**config.mk**
```make
export PLATFORM = sky130hd
export DESIGN_NAME = reg_scoreboard
export DESIGN_NICKNAME = d
export VERILOG_FILES = /design/src/rtl/reg_scoreboard.sv
export SDC_FILE = /design/constraint.sdc
export NUM_CORES = 1
export LEC_CHECK = 0
export CORE_MARGIN = 2
export CORE_UTILIZATION = 30
export CTS_CLUSTER_SIZE = 10
export DETAILED_ROUTE_END_ITERATION = 7
export MAX_ROUTING_LAYER = met4
export PLACE_DENSITY = 0.56
export SYNTH_ARGS = -nofsm -noshare
export SYNTH_HDL_FRONTEND = slang
export SYNTH_SLANG_ARGS = --single-unit
```
**constraint.sdc**
```tcl
create_clock -name clk -period 10.7 [get_ports clk]
set_clock_uncertainty 0.2 [all_clocks]
set_input_delay 2.14 -clock clk [delete_from_list [all_inputs] [get_ports clk]]
set_output_delay 2.14 -clock clk [all_outputs]
set_load 0.005 [all_outputs]
```
**src/rtl/reg_scoreboard.sv**
```systemverilog
// Register scoreboard for the pipelined Y86-64 core: per-register pending-write
// counters that hold decode back until every source operand has been written back.
module reg_scoreboard #(
  parameter int NREG  = 15,
  parameter int CNT_W = 2
) (
  input  logic            clk,
  input  logic            rst_n,
  input  logic            issue_valid,
  output logic            issue_ready,
  input  logic [3:0]      src_a,
  input  logic [3:0]      src_b,
  input  logic [3:0]      dst_e,
  input  logic [3:0]      dst_m,
  input  logic            ret_e_valid,
  input  logic [3:0]      ret_e_reg,
  input  logic            ret_m_valid,
  input  logic [3:0]      ret_m_reg,
  input  logic            flush,
  output logic [NREG-1:0] pending,
  output logic            stall,
  output logic [15:0]     stall_cnt,
  output logic            underflow_err
);

  // Two spare bits so counter + increment (up to 2) never wraps before the compare.
  localparam int SW = CNT_W + 2;
  localparam logic [SW-1:0] CNT_MAX = SW'((1 << CNT_W) - 1);

  logic [CNT_W-1:0] r_cnt      [NREG];
  logic [CNT_W-1:0] w_cntNext  [NREG];
  logic [SW-1:0]    w_incReq   [NREG];
  logic [SW-1:0]    w_sum      [NREG];
  logic [SW-1:0]    w_dec      [NREG];
  logic             w_srcBusy;
  logic             w_dstOver;
  logic             w_fire;
  logic             w_underflow;
  logic [15:0]      r_stallCnt;
  logic             r_underflow;

  // RNONE (4'hF) never equals a register index, so it drops out of every match.
  always_comb begin
    w_srcBusy = 1'b0;
    w_dstOver = 1'b0;
    for (int i = 0; i < NREG; i++) begin
      w_incReq[i] = SW'(dst_e == 4'(i)) + SW'(dst_m == 4'(i));
      if ((src_a == 4'(i) || src_b == 4'(i)) && r_cnt[i] != '0)
        w_srcBusy = 1'b1;
      if (SW'(r_cnt[i]) + w_incReq[i] > CNT_MAX)
        w_dstOver = 1'b1;
    end
  end

  assign issue_ready = rst_n & ~flush & ~w_srcBusy & ~w_dstOver;
  assign w_fire      = issue_valid & issue_ready;
  assign stall       = rst_n & issue_valid & ~issue_ready;

  always_comb begin
    w_underflow = 1'b0;
    for (int i = 0; i < NREG; i++) begin
      w_sum[i] = SW'(r_cnt[i]) + (w_fire ? w_incReq[i] : '0);
      w_dec[i] = SW'(ret_e_valid && ret_e_reg == 4'(i)) +
                 SW'(ret_m_valid && ret_m_reg == 4'(i));
      w_cntNext[i] = CNT_W'(w_sum[i] - w_dec[i]);
      if (w_dec[i] > w_sum[i]) begin
        w_cntNext[i] = '0;
        w_underflow  = 1'b1;
      end
    end
  end

  always_ff @(posedge clk or negedge rst_n) begin
    if (!rst_n) begin
      for (int i = 0; i < NREG; i++) r_cnt[i] <= '0;
      r_stallCnt  <= '0;
      r_underflow <= 1'b0;
    end else begin
      for (int i = 0; i < NREG; i++) r_cnt[i] <= flush ? '0 : w_cntNext[i];
      if (stall && r_stallCnt != 16'hFFFF) r_stallCnt <= r_stallCnt + 16'd1;
      if (!flush && w_underflow) r_underflow <= 1'b1;
    end
  end

  always_comb begin
    for (int i = 0; i < NREG; i++) pending[i] = (r_cnt[i] != '0);
  end

  assign stall_cnt     = r_stallCnt;
  assign underflow_err = r_underflow;

endmodule
```
==> results of run 1 <==
[power breakdown]
| part | internal (uW) | leakage [uW] | switching, uW |
|---|---|---|---|
| Combinational | 69.0 | 0.00251 | 75.0 |
| Sequential | 191 | 0.000638 | 16.7 |
| Clock | 111 | 0.0000804 | 76.4 |
| Total | 371 | 0.00323 | 168 |
[flip-flops by register name (all words and copies together), names as in the netlist]
| register | count |
|---|---|
| r_cnt | 30 |
| stall_cnt | 16 |
| underflow_err | 1 |
[critical path: cells and delay by family]
family / cells / cell delay (ns)
and+or+nand+nor: 8 / 1.93
adders and majority gates: 2 / 0.47
buffers and inverters: 2 / 1.10
[synth_stat cells, types with 3 or more instances]
cell type / n / area share
nor4b_1: 6 / 0.0095
nand4b_1: 5 / 0.0080
xor2_1: 28 / 0.045
nand3b_1: 4 / 0.0055
and4bb_1: 3 / 0.0068
buf_4: 6 / 0.0082
nand2_1: 37 / 0.025
and3_1: 30 / 0.034
inv_1: 68 / 0.046
nor2_1: 71 / 0.048
nand2b_1: 14 / 0.016
o21ai_0: 3 / 0.0027
nand4_1: 14 / 0.016
nor4_1: 13 / 0.015
dfrtp_1: 47 / 0.21
clkbuf_1: 7 / 0.0048
a22oi_1: 7 / 0.0095
o21ai_1: 4 / 0.0036
nand3_1: 25 / 0.023
nor3_1: 46 / 0.042
or2_2: 6 / 0.0068
nor4bb_1: 6 / 0.011
a211oi_1: 15 / 0.020
a21oi_1: 18 / 0.016
ha_1: 106 / 0.24
fa_1: 15 / 0.055
buf_6: 4 / 0.0082
[metal layers]
layer / vias to the layer above / global-route usage
li1: 2379 / -
met1: 2231 / 0.231
met2: 119 / 0.256
met3: 8 / 0.0317
met4: 0 / 0.0303
met5: - / -
[worst paths after layout]
kind                                        endpoint  slack, ns  cells past startpoint
setup reg to reg           underflow_err$_DFFE_PN0P_       5.98                     17
min in group asynchronous  stall_cnt[12]$_DFFE_PN0P_       1.75                      2
setup / recovery                               stall       2.72                     12
max in group asynchronous        r_cnt[10]$_DFF_PN0_       8.10                      2
hold reg to reg            underflow_err$_DFFE_PN0P_       0.27                      1
hold / removal             underflow_err$_DFFE_PN0P_       0.27                      1
[cell type report]
type                    instances  share of cell area
diodes                          1            0.000385
clock buffers                   5              0.0193
clock inverters                 3             0.00713
inverters                      68              0.0393
multi-input cells             509               0.609
flip-flops and latches         47               0.181
well taps                     229              0.0441
repair buffers                 66              0.0998
[metrics by stage]
stage	worst slack (ns)	util	area, um2	hold slack, ns	cells
3_3_place_gp	2.74	0.352	6320	0.264	919
5_1_grt	2.41	0.361	6490	0.313	928
2_1_floorplan	4.32	-	5500	0.268	642
3_5_place_dp	2.72	0.352	6320	0.263	919
4_1_cts	2.71	0.361	6490	0.279	927
6_report	2.72	0.361	6490	0.272	928
[cells by family (layout without fill, tap and decap cells)]
| group | Yosys count | in the layout |
|---|---|---|
| simple gates | 299 | 299 |
| xor+xnor | 28 | 28 |
| buf+inv | 86 | 142 |
| other cells | 0 | 1 |
| fa+ha+maj | 121 | 121 |
| flops | 47 | 47 |
| mux | 5 | 5 |
| compound gates | 56 | 56 |
==> results.toml, run 1 <==
[outcome]
status = "finished clean"

[critical_path]
startpoint = "dst_e[3]"
startpoint_type = "input port"
crit_type = "input port to primary output"
cp_slowest_cell = "nor4_4"
slowest_delay_ns = 0.71
path_cells = "clkdlybuf4s50_1, nand2_1, nor3_1, ha_1, ha_1, nand3_1, nand2_1, nor4_1, nand4_1, nor4_4, nor2_1, clkdlybuf4s50_1"
end_kind = "primary output"
crit_fanout = 16
timing.rr.start = "r_cnt[7]$_DFF_PN0_"
crit_arrival_ns = 5.64
crit_required_ns = 8.36

[clock_tree]
cts_made_buffers = 5
cts_sinks = 47
clock_latency_ns = 0.31
cts_tree = "built"
cts_hold_buf = 0
cts_resized = 0
htree_levels = 2
cts_setup_buffers = 0
clock-root-buffer = "clkbuf_16"
clk_path_buf_depth = 2
clkSlewWorstSetupHoldPaths_ns = 0.07

[min_path]
worst_hold_startpoint = "underflow_err$_DFFE_PN0P_"
hold_path_class = "flop to flop"

[grt]
overflow = 0
antenna_found_initial = 1
grt.total_usage = 0.167
grt_pass1_vias = 4613
grt_max_degree = 52
grt_pass1_wl_mm = 24.8

[floorplanning]
num_rows = 49
die_h_um = 139
pin_count = 64
initial_core_util = 0.306
die_area_mm2 = 0.0194
core_mm2 = 0.0180
die_w_um = 139

[detailed_routing]
wl_met1_mm = 7.54
antenna_left = 0
dr.first_iter.drc_count = 291
drt_wl_total_mm = 15.4
drc = 0
drt-wirelength-per-cell_um = 16.6
firstDrtPassIters = 5
wl_met2_mm = 6.82
num_vias = 4737
viasPerCell = 5.10
highest_layer = "met4"
wl_met3_um = 880

[logic_synthesis]
synth_top_family_by_area = "simple AND/OR/NAND/NOR gates"
syn-instance-count = 642
synth_compound_area_frac = 0.0657
async_reset_ff_frac = 1.00
synth_adder_area_share = 0.296
ys_ff_latch = 47
ys_seq_area_frac = 0.214
ys_types = 50
synthMuxAreaShare = 0.0141
yosysWarnings = 0
ys.flop_type = "dfrtp_1"
synth_simple_gate_area_frac = 0.298
synth_area_per_cell_um2 = 8.57
syn_nets = 793
synth_area_mm2 = 0.00550
synth-xor-area-share = 0.0446
synth_edf_count = 0

[pwr]
p_per_area_mw_per_mm2 = 83.0
power_uw = 539
peakVddDrop_mv = 0.0755
p_leak_uw = 0.00323

[final_layout]
final_common_cell = "ha_1"
areaGrowthSynthToFinish_pct = 18.0
multiInputGateArea_mm2 = 0.00395
seq_area_mm2 = 0.00118
nets = 848
final_cell_mix = "106 x ha_1, 71 x nor2_1, 68 x inv_1"
drive_gt1_frac = 0.0401
fill_cells = 1885

[flow_run]
drv_cap = 0

[sta]
tns_ns = 0
maxSlewHeadroom = 0.326
hold_violations = 0
fmax_mhz = 125
report.final.slew_viol_count = 0
period_minus_slack_ns = 7.98
timing.final.crit_share = 0.746
worst_pin_slew_ns = 1.01
rsz0062_at_grt = "no"
setup_viol = 0

[place]
dp_hpwl_mm = 12.5
portBuffers = 63
gp_congestion = 0.880
Note: power is estimated with default switching activity, not from simulation.
==> inputs of run 2 (changes only) <==
clock period = 8 ns   (was 10.7 ns; I/O delays follow)
==> results.toml, run 2 (synthesis gave the netlist of run 1 again) <==
[outcome]
status = "finished clean"

[final_layout]
final_common_cell = "ha_1"
nets = 849
utilization = 0.362
final_cell_mix = "106 x ha_1, 71 x nor2_1, 68 x inv_1"
largest_reg_flops = 30
fill_cells = 1866
drive_gt1_frac = 0.0415
final_area_mm2 = 0.00650
top_register = "r_cnt"
final_cells = 930
areaGrowthSynthToFinish_pct = 18.2

[detailed_routing]
antenna_left = 0
dr.first_iter.drc_count = 260
viasPerCell = 5.13
drc = 0
firstDrtPassIters = 4
drt_wl_total_mm = 15.6
drt-wirelength-per-cell_um = 16.8
num_vias = 4773

[critical_path]
worstRegToRegCells = 17
timing.rr.start = "r_cnt[7]$_DFF_PN0_"
crit_required_ns = 6.20
crit_fanout = 14
cp_slowest_cell = "clkdlybuf4s50_1"
startpoint_type = "input port"
rr_endpoint = "underflow_err$_DFFE_PN0P_"
crit_type = "input port to primary output"
slowest_delay_ns = 0.66
r2r_setup_slack_ns = 3.10
crit_arrival_ns = 5.14
end_kind = "primary output"
path_cells = "clkdlybuf4s50_1, nand2b_1, nor3_1, ha_1, ha_1, nor4b_1, nand4_1, a311oi_1, o21ai_0, nor4_4, clkdlybuf4s50_1"

[floorplanning]
initial_core_util = 0.306
num_rows = 49
die_h_um = 139
pin_count = 64
die_w_um = 139
core_mm2 = 0.0180
die_area_mm2 = 0.0194

[clock_tree]
cts_made_buffers = 5
cts_resized = 0
cts_sinks = 47
clkSlewWorstSetupHoldPaths_ns = 0.07
htree_levels = 2
cts_tree = "built"
clock-root-buffer = "clkbuf_16"
clk_path_buf_depth = 2
clock_latency_ns = 0.30
cts_setup_buffers = 0
cts_hold_buf = 0

[pwr]
p_per_area_mw_per_mm2 = 111
p_leak_uw = 0.00324
peakVddDrop_mv = 0.131

[sta]
report.final.slew_viol_count = 0
rsz0062_at_grt = "no"
maxSlewHeadroom = 0.333
fmax_mhz = 144
hold_violations = 0
period_minus_slack_ns = 6.94
worst_pin_slew_ns = 0.997
timing.final.crit_share = 0.868
setup_viol = 0
fin_ws_ns = 1.06
tns_ns = 0

[place]
portBuffers = 63
dp_hpwl_mm = 12.9
dpl_worst_slack_ns = 0.976
gp_congestion = 0.948
placed_area_mm2 = 0.00633
dp_cells = 920

[grt]
overflow = 0
grt_max_degree = 51
grt_pass1_wl_mm = 24.6
grt.total_usage = 0.166
grt_pass1_vias = 4511
antenna_found_initial = 2

[min_path]
hold_end = "stall_cnt[5]$_DFFE_PN0P_"
worst_hold_startpoint = "stall_cnt[5]$_DFFE_PN0P_"
hold_path_class = "flop to flop"
min_path_cells = 1

[flow_run]
drv_cap = 0
-- run 2: cell types whose count changed in the layout (fill, tap and decap cells not counted) --
| cell | previous run | this run |
|---|---|---|
| buf_4 | 3 | 4 |
| clkbuf_8 | 0 | 1 |
| inv_6 | 1 | 0 |
| clkinv_2 | 0 | 1 |
| diode_2 | 1 | 2 |
| clkinvlp_4 | 1 | 0 |
-- run 2: where the power goes --
| group | switching, uW | internal (uW) |
|---|---|---|
| logic | 98.9 | 93.2 |
| clock network | 95.1 | 156 |
| registers | 21.9 | 255 |
| total | 216 | 504 |
-- run 2: critical path: cells and delay by family --
family,cells,cell delay [ns]
buf+inv,2,1.28
compound gates,2,0.43
simple gates,5,1.35
fa+ha+maj,2,0.47
-- run 2: metrics by stage --
| stage | hold slack, ns | total power, uW |
|---|---|---|
| 5_1_grt | 0.328 | 765 |
| 6_report | 0.292 | 720 |
| 3_3_place_gp | 0.288 | 474 |
| 2_1_floorplan | 0.268 | 381 |
| 3_5_place_dp | 0.289 | 474 |
| 4_1_cts | 0.298 | 732 |
-- run 2: cell type report --
cell class / instances / area, um2 / share of cell area
diodes: 2 / 5.00 / 0.000769
clock buffers: 6 / 139 / 0.0214
clock inverters: 2 / 35.0 / 0.00539
inverters: 68 / 255 / 0.0392
multi-input cells: 509 / 3950 / 0.608
flip-flops and latches: 47 / 1180 / 0.181
well taps: 229 / 287 / 0.0440
repair buffers: 67 / 656 / 0.101
-- run 2: worst max path at each step --
stage | to | depth (start not counted) | from
2_1_floorplan | underflow_err$_DFFE_PN0P_ | 21 | dst_e[2]
3_3_place_gp | underflow_err$_DFFE_PN0P_ | 22 | dst_e[0]
3_5_place_dp | underflow_err$_DFFE_PN0P_ | 22 | dst_e[3]
4_1_cts | issue_ready | 11 | dst_e[3]
5_1_grt | issue_ready | 11 | dst_e[3]
6_report | issue_ready | 11 | dst_e[3]
-- run 2: metal layers --
layer	vias up	routed length (um)	track usage
met1	2257	7750	0.234
met2	114	6770	0.249
met3	16	847	0.0272
met5	-	0	-
met4	0	228	0.0388
li1	2386	-	-
==> inputs of run 3 (changes only) <==
CORE_ASPECT_RATIO = 0.7   (was default)
PLACE_DENSITY = default   (was 0.56)
==> results.toml, run 3 (synthesis gave the netlist of run 1 again) <==
[outcome]
status = "finished clean"

[floorplanning]
die_h_um = 117
num_rows = 41
pin_count = 64
core_mm2 = 0.0180
die_w_um = 166
die_area_mm2 = 0.0195
initial_core_util = 0.306

[sta]
report.final.slew_viol_count = 0
fmax_mhz = 149
setup_viol = 0
period_minus_slack_ns = 6.73
rsz0062_at_grt = "no"
hold_slack_ns = 0.314
tns_ns = 0
maxSlewHeadroom = 0.326
worst_pin_slew_ns = 1.01
timing.final.crit_share = 0.841
hold_violations = 0

[grt]
antenna_found_initial = 0
grt_max_degree = 51
grt_pass1_wl_mm = 26.0
grt_pass1_vias = 4493
grt.total_usage = 0.175
overflow = 0

[final_layout]
multiInputGateArea_mm2 = 0.00395
nets = 849
largest_reg_flops = 30
top_register = "r_cnt"
final_cell_mix = "106 x ha_1, 71 x nor2_1, 68 x inv_1"
drive_gt1_frac = 0.0415
diodes = 0
areaGrowthSynthToFinish_pct = 18.6
utilization = 0.363
final_common_cell = "ha_1"
final_cells = 935
seq_area_mm2 = 0.00118
fill_cells = 1854

[clock_tree]
cts_resized = 0
cts_hold_buf = 0
cts_setup_buffers = 0
cts_tree = "built"
htree_levels = 2
cts_made_buffers = 5
clock_latency_ns = 0.30
clk_path_buf_depth = 2
clock-root-buffer = "clkbuf_16"
clkSlewWorstSetupHoldPaths_ns = 0.07
cts_sinks = 47

[critical_path]
end_kind = "primary output"
startpoint_type = "input port"
crit_fanout = 31
crit_required_ns = 6.20
slowest_delay_ns = 0.60
cp_slowest_cell = "clkdlybuf4s50_1"
crit_arrival_ns = 4.93
path_cells = "clkdlybuf4s50_1, nand2b_1, nor3_1, ha_1, ha_1, nor4b_1, nand4_1, a311oi_1, o21ai_0, nor4_4, buf_4, clkdlybuf4s50_1"
crit_type = "input port to primary output"

[detailed_routing]
antenna_left = 0
drt-wirelength-per-cell_um = 17.3
dr.first_iter.drc_count = 441
drt_wl_total_mm = 16.2
firstDrtPassIters = 5
viasPerCell = 5.16
drc = 0
num_vias = 4827

[min_path]
hold_path_class = "flop to flop"

[flow_run]
drv_cap = 0

[pwr]
peakVddDrop_mv = 0.0789
p_per_area_mw_per_mm2 = 115
p_leak_uw = 0.00325

[place]
dp_hpwl_mm = 13.5
gp_congestion = 0.887
portBuffers = 63
dp_cells = 927
## run 3: layout make-up
class,count,area share
clock buffer,5,0.0192
inverter,68,0.0391
multi-input combinational,509,0.606
sequential,47,0.180
tap,236,0.0452
clock inverter,3,0.0104
timing repair buffer,67,0.100
## run 3: final timing paths
path	start	endpoint	slack (ns)	depth (start not counted)
worst max-delay path	dst_e[2]	issue_ready	1.27	12
worst min-delay path	stall_cnt[4]$_DFFE_PN0P_	stall_cnt[4]$_DFFE_PN0P_	0.31	1
worst max register to register	r_cnt[21]$_DFF_PN0_	underflow_err$_DFFE_PN0P_	3.31	17
worst min register to register	stall_cnt[4]$_DFFE_PN0P_	stall_cnt[4]$_DFFE_PN0P_	0.31	1
max in group asynchronous	rst_n	r_cnt[5]$_DFF_PN0_	5.83	2
min in group asynchronous	rst_n	r_cnt[24]$_DFF_PN0_	1.28	2
## run 3: worst max-delay path: cells and delay by family
kind | cells | cell delay [ns]
adders and majority gates | 2 | 0.47
AOI/OAI and AO/OA | 2 | 0.47
and+or+nand+nor | 5 | 0.90
buffers and inverters | 3 | 1.48
## run 3: report_power, final
| group | internal (uW) | switching [uW] |
|---|---|---|
| clock | 179 | 102 |
| sequential | 255 | 22.7 |
| combinational | 93.1 | 101 |
## run 3: through the flow
step	setup slack, ns	power, uW	cell area, um2
after floorplan	2.69	381	5500
after global placement	1.33	474	6330
after detailed placement	1.31	475	6330
after CTS	1.31	760	6530
after global routing	1.00	794	6530
final	1.27	753	6530
## run 3: per-layer routing
layer  wire length [um]  GRT usage
met1               8890      0.281
met2               6040      0.222
met3               1170     0.0354
met4                110     0.0250
met5                  0          -
